### config.mk
export PLATFORM = sky130hd
export DESIGN_NAME = bitser_ctrl
export DESIGN_NICKNAME = d
export VERILOG_FILES = /design/src/rtl/bitser_ctrl.sv
export SDC_FILE = /design/constraint.sdc
export NUM_CORES = 1
export LEC_CHECK = 0
export CAP_MARGIN = 20
export CORE_ASPECT_RATIO = 1.1
export CORE_MARGIN = 3
export CORE_UTILIZATION = 46
export CTS_CLUSTER_DIAMETER = 150
export DETAILED_ROUTE_END_ITERATION = 12
export PLACE_DENSITY = 0.8
export SYNTH_ARGS = -nofsm -noshare
export SYNTH_HDL_FRONTEND = slang
export SYNTH_SLANG_ARGS = --single-unit
### constraint.sdc
create_clock -name i_clk -period 3.3 [get_ports i_clk]
set_clock_uncertainty 0.15 [all_clocks]
set_input_delay 0.66 -clock i_clk [delete_from_list [all_inputs] [get_ports i_clk]]
set_output_delay 0.66 -clock i_clk [all_outputs]
set_load 0.05 [all_outputs]
### src/rtl/bitser_ctrl.sv
// Control sequencer for the bit-serial datapath: decodes the 3-bit opcode,
// owns the serial bit counter and multiply phase, and drives the datapath strobes.
module bitser_ctrl #(
    parameter int unsigned WIDTH       = 8,
    parameter int unsigned CW          = $clog2(WIDTH),
    parameter int unsigned GPR_ALIGN_Y = 2,
    parameter int unsigned GPR_ALIGN_X = 1,
    parameter int unsigned ACC_ALIGN   = 3
) (
    input  logic          i_clk,
    input  logic          i_rst_n,
    input  logic          i_en,
    input  logic [2:0]    i_instr,
    input  logic          i_start,
    output logic [CW-1:0] o_bit_sel,
    output logic          o_con_mux,
    output logic          o_con_muxalu,
    output logic          o_con_gpr_shift,
    output logic          o_con_gpr_write,
    output logic          o_con_acc_shift,
    output logic          o_con_acc_write,
    output logic          o_con_pcincr,
    output logic          o_busy
);

    typedef enum logic [2:0] {
        OP_NOP     = 3'b000,
        OP_STALL   = 3'b001,
        OP_MULY    = 3'b010,
        OP_MULX    = 3'b011,
        OP_ADD0    = 3'b100,
        OP_ADD1    = 3'b101,
        OP_WAITREL = 3'b110,
        OP_LOAD    = 3'b111
    } op_e;

    typedef enum logic [1:0] {
        PH_COPY  = 2'd0,
        PH_ALIGN = 2'd1,
        PH_COMB  = 2'd2
    } ph_e;

    localparam logic [CW-1:0] CNT_LAST   = CW'(WIDTH - 1);
    localparam logic [CW-1:0] GPR_ALN_Y  = CW'(GPR_ALIGN_Y);
    localparam logic [CW-1:0] GPR_ALN_X  = CW'(GPR_ALIGN_X);
    localparam logic [CW-1:0] ACC_ALN    = CW'(ACC_ALIGN);

    logic [CW-1:0] cnt_q, cnt_d;
    ph_e           ph_q, ph_d;
    logic [2:0]    prev_q, prev_d;

    logic          busy_q;
    logic          abort;
    logic [CW-1:0] cnt_eff;
    ph_e           ph_eff;
    logic          is_mul;
    logic          counted;
    logic          last;

    // Raw decode, before enable/reset gating
    logic mux_r, muxalu_r, gpr_shift_r, gpr_write_r, acc_shift_r, acc_write_r, pcincr_r;

    // An opcode change mid-instruction restarts decoding from the first cycle
    always_comb begin
        busy_q  = (cnt_q != '0) || (ph_q != PH_COPY);
        abort   = i_en && busy_q && (i_instr != prev_q);
        cnt_eff = abort ? '0 : cnt_q;
        ph_eff  = abort ? PH_COPY : ph_q;
        is_mul  = (i_instr == OP_MULY) || (i_instr == OP_MULX);
        counted = is_mul || (i_instr == OP_ADD0) || (i_instr == OP_ADD1) || (i_instr == OP_LOAD);
        last    = (cnt_eff == CNT_LAST);
    end

    // Next-state: counter, phase and last-opcode register
    always_comb begin
        cnt_d  = cnt_q;
        ph_d   = ph_q;
        prev_d = prev_q;
        if (i_en) begin
            prev_d = i_instr;
            if (counted) begin
                cnt_d = last ? '0 : cnt_eff + CW'(1);
                ph_d  = is_mul ? ph_eff : PH_COPY;
                if (is_mul && last) begin
                    case (ph_eff)
                        PH_COPY:  ph_d = PH_ALIGN;
                        PH_ALIGN: ph_d = PH_COMB;
                        default:  ph_d = PH_COPY;
                    endcase
                end
            end else begin
                cnt_d = '0;
                ph_d  = PH_COPY;
            end
        end
    end

    always_ff @(posedge i_clk or negedge i_rst_n) begin
        if (!i_rst_n) begin
            cnt_q  <= '0;
            ph_q   <= PH_COPY;
            prev_q <= OP_STALL;
        end else begin
            cnt_q  <= cnt_d;
            ph_q   <= ph_d;
            prev_q <= prev_d;
        end
    end

    // Opcode/phase decode of the datapath controls
    always_comb begin
        mux_r       = 1'b0;
        muxalu_r    = 1'b0;
        gpr_shift_r = 1'b0;
        gpr_write_r = 1'b0;
        acc_shift_r = 1'b0;
        acc_write_r = 1'b0;
        pcincr_r    = 1'b0;
        case (i_instr)
            OP_NOP:   pcincr_r = i_start;
            OP_STALL: pcincr_r = 1'b1;
            OP_MULY, OP_MULX: begin
                case (ph_eff)
                    PH_COPY: begin
                        muxalu_r    = 1'b1;
                        gpr_shift_r = 1'b1;
                        gpr_write_r = 1'b1;
                        acc_shift_r = 1'b1;
                        acc_write_r = 1'b1;
                    end
                    PH_ALIGN: begin
                        gpr_shift_r = (i_instr == OP_MULY) ? (cnt_eff < GPR_ALN_Y)
                                                           : (cnt_eff < GPR_ALN_X);
                        acc_shift_r = (cnt_eff < ACC_ALN);
                    end
                    default: begin
                        gpr_shift_r = 1'b1;
                        gpr_write_r = 1'b1;
                        acc_shift_r = 1'b1;
                        acc_write_r = (i_instr == OP_MULX);
                        pcincr_r    = last;
                    end
                endcase
            end
            OP_ADD0, OP_ADD1: begin
                gpr_shift_r = 1'b1;
                gpr_write_r = 1'b1;
                acc_shift_r = 1'b1;
                pcincr_r    = last;
            end
            OP_WAITREL: pcincr_r = ~i_start;
            default: begin
                mux_r       = 1'b1;
                gpr_shift_r = 1'b1;
                gpr_write_r = 1'b1;
                pcincr_r    = last;
            end
        endcase
    end

    // Strobes need the enable; selects track state; everything is quiet in reset
    always_comb begin
        o_bit_sel       = i_rst_n ? cnt_eff : '0;
        o_busy          = i_rst_n & busy_q;
        o_con_mux       = i_rst_n & mux_r;
        o_con_muxalu    = i_rst_n & muxalu_r;
        o_con_gpr_shift = i_rst_n & i_en & gpr_shift_r;
        o_con_gpr_write = i_rst_n & i_en & gpr_write_r;
        o_con_acc_shift = i_rst_n & i_en & acc_shift_r;
        o_con_acc_write = i_rst_n & i_en & acc_write_r;
        o_con_pcincr    = i_rst_n & i_en & pcincr_r;
    end

endmodule
==> reports/results.env, run 1 <==
FIRST_PASS_GRT_WIRE_LENGTH_MM=3.06
FINAL.PERIOD_UTILIZATION_PCT=98.7
DP.FINAL_HPWL_MM=1.35
ASYNC_FLOP_SHARE_PCT=100
YOSYSUNIQUECELLTYPES=38
CORE_AREA_UM2=1280
GRT_MAX_DEGREE=16
TIMING.MAX_SLEW.REL_SLACK_PCT=60.0
DRC=0
CELLLEAKAGEPOWER_nW=0.488
GRT_ANTENNA_BEFORE_REPAIR=0
FINAL_LAYOUT_SIZE_SUFFIX_GT1_SHARE_PCT=53.3
PATH_CLASS='primary input to output port'
RUN_STATUS='finished, final reports clean'
REPORT.FINAL.SLEW_VIOL_COUNT=0
WORST_SLEW_PIN_SLEW_NS=0.594
SETUP_TOTAL_NEGATIVE_SLACK_NS=0
CRITICAL_PATH.ENDPOINT_TYPE='output port'
CLK_LATENCY_NS=0.26
UTILIZATION_PCT=86.6
FLOORPLAN.DIE_AREA_UM2=1970
GLOBALROUTETOTALUTIL_PCT=20.3
FINALWIRELENGTH_MM=1.96
LAYOUT_MIN_CYCLE_TIME_NS=3.26
MAX_CAP_VIOLS=0
ROUTE.ANTENNA.REMAINING_NETS=0
TOTAL_POWER_mW=0.361
FLOORPLAN.ROWS=13
CP_CELL_SEQUENCE='buf_6, xor2_2, or3_4, a21oi_2, ha_2, ha_4, buf_6, nor3b_4, nor4_4, buf_12'
CTS.HTREE.LEVELS=1
ROUTE.DETAILED.VIAS_PER_INST=5.78
PIN_COUNT=18
CTS.SINKS=8
DETAILEDROUTE.FIRSTITERATIONVIOLATIONS=13
SYN_AREA_PER_CELL_UM2=9.18
CRIT_PATH_MAX_FANOUT=4
CTS_ROOT_BUF='clkbuf_4'
WP_DATA_REQUIRED_NS=2.49
START_UTIL_PCT=52.9
MAXIMUM_SINGLE_STAGE_DELAY_ON_THE_CRITICAL_PATH_NS=0.42
PLACE_CONGESTION=0.859
FIRST_GLOBAL_VIAS=709
CHIP_WIDTH_UM=42.6
DIEHEIGHT_UM=46.3
POST_SYNTH_INST_COUNT=74
DRT_PASS1_ITERATIONS=4
COMMONEST_NON_FILL_NON_TAP_CELLS_IN_THE_LAYOUT='21 x buf_4, 7 x dfrtp_1, 6 x nand2_1, 6 x buf_12'
YOSYS_REGISTER_BITS=8
WORST_SETUP_PATH_START_KIND='primary input'
LAYOUT.NETS=117
SYN_TO_LAYOUT_AREA_DELTA_PCT=63.7
HOLD_PATH_CLASS='flop to flop'
CTS_TREE='yes'
CRITICAL_PATH.MOST_COMMON_CELL='buf_6'
PEAKVDDDROP_V=0.000285
WORST_EP_ARRIVAL_TIME_NS=2.45
SYNTHESIS.YOSYS.WARNINGS=0
ROUTED_WIRE_LENGTH_PER_INSTANCE_UM=16.1
POWER.DENSITY_CELL_AREA_nW_PER_UM2=325
FMAX_GHz=0.307
FINALHOLDWORSTSLACK_NS=0.361
FINALSETUPVIOLCOUNT=0
MAPPEDNETLISTAREA_UM2=679
SYNTH-MAIN-FF-CELL='dfrtp_1'
ANTENNA_DIODE_INSTANCE_COUNT=0
CRITICAL-PATH-SLOWEST-CELL='or3_4'
CTS_BUFFER_DEPTH=2
REG2REG_SETUP_SLACK_NS=0.90
SYNTH-SEQ-AREA-SHARE_PCT=29.7
GRT_OVERFLOW_TOTAL=0
SYNTH-EDFF-COUNT=0
SYN_NETS=83
PORT-BUFFER-COUNT=17
FINAL_COMMON_CELL='buf_4'
VIA_COUNT=705
CTS_MADE_BUFFERS=3
FINAL-HOLD-VIOLATION-COUNT=0
CLKTRANSATPATHREGS_NS=0.06
layer usage:
layer	global-route usage [%]	up-vias	share of wire, %
li1	-	339	-
met1	24.0	334	39
met2	39.2	32	55
met3	2.73	0	6.2
met4	3.73	0	0
met5	0	-	0
cells by family (layout without fill, tap and decap cells):
kind of cell               count (synthesis)  in the layout  synth area share [%]
muxes                                      3              3                  4.97
xor gates and xnor gates                   4              4                  6.26
and+or+nand+nor                           31             31                  29.1
DFF                                        8              8                  29.7
adders and majority gates                  2              2                  3.68
buffers and inverters                      8             41                  7.92
AOI/OAI and AO/OA                         18             18                  18.4
power by group:
| part | total (mW) | leakage (nW) | internal [mW] | switching, mW |
|---|---|---|---|---|
| logic | 0.160 | 0.373 | 0.0758 | 0.0843 |
| registers | 0.116 | 0.101 | 0.107 | 0.00840 |
| clock network | 0.0852 | 0.0150 | 0.0465 | 0.0387 |
worst max-delay path, delay by kind of cell:
family          cells  cell delay (ns)
simple gates        3             0.78
buf+inv             3             0.38
fa+ha+maj           2             0.35
xor+xnor            1             0.14
compound gates      1             0.14
registers in the layout, summed over array words and instances (netlist names):
register / cells
cnt_q: 3
prev_q: 3
ph_q: 2
synth_stat cells, types with 2 or more instances:
library cell	n	area, um2
dfrtp_1	7	175
a21oi_1	6	30.0
nand2_1	6	22.5
nand3_1	4	20.0
and3_1	3	18.8
buf_6	3	33.8
inv_1	3	11.3
mux2_2	3	33.8
o22ai_1	3	18.8
a31oi_1	2	12.5
and2b_2	2	17.5
ha_1	2	25.0
nor3_1	2	10.0
or2b_1	2	15.0
or3_1	2	12.5
xor2_1	2	17.5
stage by stage:
| stage | instance area [um2] | cells | setup slack [ns] |
|---|---|---|---|
| after floorplan | 728 | 74 | 0.0000999 |
| final | 1110 | 122 | 0.0418 |
| after detailed placement | 997 | 111 | -0.332 |
| after global placement | 997 | 111 | -0.277 |
| after global routing | 1110 | 122 | -0.00761 |
| after CTS | 1070 | 118 | 0.000939 |
worst paths after layout:
kind                                 start           end  depth (start not counted)
worst max-delay path            i_instr[1]  o_con_pcincr                         10
worst min-delay path               ph_q[0]       ph_q[0]                          1
worst max register to register   prev_q[1]       ph_q[1]                         10
worst min register to register     ph_q[0]       ph_q[0]                          1
max in group asynchronous          i_rst_n     prev_q[0]                          2
min in group asynchronous          i_rst_n      cnt_q[0]                          2
area by class of cell:
class                   count  area (um2)
repair buffers             34         347
inverters                   3        11.3
clock buffers               4        26.3
fillers                    74         173
flip-flops and latches      8         201
well taps                  15        18.8
multi-input cells          58         508
timing repair:
| item | in CTS | in global routing |
|---|---|---|
| buffers inserted | 3 | 4 |
| hold endpoints to repair | 0 | 0 |
| endpoints found under the setup margin | 2 | 1 |
| pin swaps | 7 | 6 |
| resized for setup | 17 | 5 |
| hold buffers | 0 | 0 |
(Power assumes the default switching activity.)
==> inputs of run 2 (changes only) <==
--- a/config.mk
+++ b/config.mk
@@ -11,6 +11,7 @@
 export CORE_UTILIZATION = 46
 export CTS_CLUSTER_DIAMETER = 150
 export DETAILED_ROUTE_END_ITERATION = 12
+export HOLD_SLACK_MARGIN = 0.15
 export PLACE_DENSITY = 0.8
 export SYNTH_ARGS = -nofsm -noshare
 export SYNTH_HDL_FRONTEND = slang
==> results of run 2 <==
The final DEF is identical to that of run 1; final timing and power are the same.
==> inputs of run 3 (changes only) <==
==> constraint.sdc (replaced) <==
create_clock -name i_clk -period 3.3 [get_ports i_clk]
set_clock_uncertainty 0.15 [all_clocks]
set_input_delay 0.33 -clock i_clk [delete_from_list [all_inputs] [get_ports i_clk]]
set_output_delay 0.33 -clock i_clk [all_outputs]
set_load 0.05 [all_outputs]
==> run 3 against run 2 <==
Die area unchanged. Critical path depth is 1 lower. First-iteration DRC count shrank 7.7%. Utilization fell by 16 points. Wire length is 22% lower. Worst setup slack improved by 0.17 ns. Largest power group unchanged.
==> reports/results.env, run 3 (same netlist as run 1, synthesis figures left out) <==
REPORT.FINAL.SLEW_VIOL_COUNT=0
GLOBAL_ROUTE.USAGE.MET1_PCT=18.5
CTS_SETUP_BUFFERS=0
UTILIZATION_PCT=70.5
REG2REG_SETUP_SLACK_NS=1.04
PIN_COUNT=18
FMAX_GHz=0.324
PEAKVDDDROP_V=0.000304
GLOBALROUTETOTALUTIL_PCT=17.3
TOTAL_POWER_mW=0.318
FINAL-HOLD-VIOLATION-COUNT=0
ROUTE.DETAILED.VIAS_PER_INST=5.77
TIMING.MAX_SLEW.REL_SLACK_PCT=64.3
CTS.SINKS=8
CLKTRANSATPATHREGS_NS=0.06
ROUTED_WIRE_LENGTH_PER_INSTANCE_UM=13.7
CRITICAL_PATH.ENDPOINT_TYPE='output port'
POST_CTS_RESIZED=0
POST-PLACE-WS_NS=0.203
ANTENNA_DIODE_INSTANCE_COUNT=0
DIEHEIGHT_UM=46.3
FIRST_GLOBAL_VIAS=583
RR_WORST_DEPTH=7
GRT_SETUP_UNREPAIRED='false'
TIMING.FINAL.WS_SETUP_NS=0.209
SETUP_TOTAL_NEGATIVE_SLACK_NS=0
HOLD_PATH_CLASS='primary input to async pin'
PLACE_INST=108
DRT_PASS1_ITERATIONS=4
DP.FINAL_HPWL_MM=1.20
COMMONEST_NON_FILL_NON_TAP_CELLS_IN_THE_LAYOUT='13 x buf_4, 10 x clkdlybuf4s50_1, 7 x dfrtp_1'
LAYOUT.NETS=107
SYN_TO_LAYOUT_AREA_DELTA_PCT=33.3
LAYOUT_MIN_CYCLE_TIME_NS=3.09
VIA_COUNT=646
WORST_EP_ARRIVAL_TIME_NS=2.61
CRIT_PATH_MAX_FANOUT=6
TOP_REGS='cnt_q x3, prev_q x3, ph_q x2'
PATH_CLASS='primary input to output port'
GRT_MAX_DEGREE=13
FINALSETUPVIOLCOUNT=0
CTS_BUFFER_DEPTH=2
PLACE_CONGESTION=0.867
FINALWIRELENGTH_MM=1.53
RR_STARTPOINT='prev_q[0]'
DETAILEDROUTE.FIRSTITERATIONVIOLATIONS=12
CTS.HTREE.LEVELS=1
USE_MET3_PCT=7.81
FIRST_PASS_GRT_WIRE_LENGTH_MM=2.50
POST_LAYOUT_NONFILLER_INSTANCES=112
POWER.DENSITY_CELL_AREA_nW_PER_UM2=351
CLK_LATENCY_NS=0.27
NFILLCELLS=103
CTS_MADE_BUFFERS=3
CHIP_WIDTH_UM=42.6
R2R-END='ph_q[1]'
MET2_USAGE_PCT=31.4
SETUP.WORST_PATH.START='i_instr[0]'
WORST_SETUP_PATH_START_KIND='primary input'
FINAL_LAYOUT_SIZE_SUFFIX_GT1_SHARE_PCT=32.0
PORT-BUFFER-COUNT=17
WORST_SLEW_PIN_SLEW_NS=0.530
CTS_TREE='yes'
WP_DATA_REQUIRED_NS=2.82
FINAL.PERIOD_UTILIZATION_PCT=93.7
GRT_ANTENNA_BEFORE_REPAIR=0
FINAL_COMMON_CELL='buf_4'
POSTCTSHOLDBUFS=0
DRC=0
FLOORPLAN.ROWS=13
CELLLEAKAGEPOWER_nW=0.406
RUN_STATUS='finished, final reports clean'
ROUTE.ANTENNA.REMAINING_NETS=0
MAX_CAP_VIOLS=0
CTS_ROOT_BUF='clkbuf_4'
GRT.BUSIEST_LAYER='met2'
START_UTIL_PCT=52.9
CORE_AREA_UM2=1280
FLOORPLAN.DIE_AREA_UM2=1970
GRT_OVERFLOW_TOTAL=0
run 3: worst max-delay path by stage:
stage	depth (start not counted)	slack, ns	endpoint
floorplan	8	0.16	o_con_pcincr
global placement	9	0.25	o_con_pcincr
detailed placement	9	0.20	o_con_pcincr
CTS	9	0.20	o_con_pcincr
global route	9	0.08	o_con_pcincr
finish	9	0.21	o_con_pcincr
run 3: layout make-up:
| cell class | instances | area (um2) | area share, % |
|---|---|---|---|
| sequential | 8 | 201 | 22.2 |
| tap | 15 | 18.8 | 2.07 |
| clock buffer | 4 | 26.3 | 2.90 |
| multi-input combinational | 58 | 430 | 47.5 |
| timing repair buffer | 24 | 218 | 24.0 |
| inverter | 3 | 11.3 | 1.24 |
run 3: critical path: stages:
cell	delay [ns]
clkdlybuf4s50_1	0.44
xor2_1	0.16
or3_1	0.41
buf_4	0.18
a21oi_1	0.16
ha_1	0.30
nor3b_1	0.09
nor4_2	0.35
buf_12	0.18
run 3: per-stage QoR:
stage | hold slack, ns | cell area (um2)
2_1_floorplan | -0.116 | 686
3_3_place_gp | 0.338 | 880
3_5_place_dp | 0.340 | 880
4_1_cts | 0.186 | 906
5_1_grt | 0.197 | 906
6_report | 0.186 | 906
run 3: where the power goes:
part           switching, mW  leakage [nW]  internal, mW  total (mW)
Sequential           0.00779         0.101         0.107       0.115
Clock                 0.0377        0.0150        0.0465      0.0842
Combinational         0.0696         0.291        0.0493       0.119
Total                  0.115         0.406         0.203       0.318
run 3: layer usage:
metal | share of wire (%) | vias to the layer above
li1 | - | 322
met1 | 44 | 302
met5 | 0 | -
met3 | 6.3 | 3
met2 | 49 | 19
met4 | 0.52 | 0
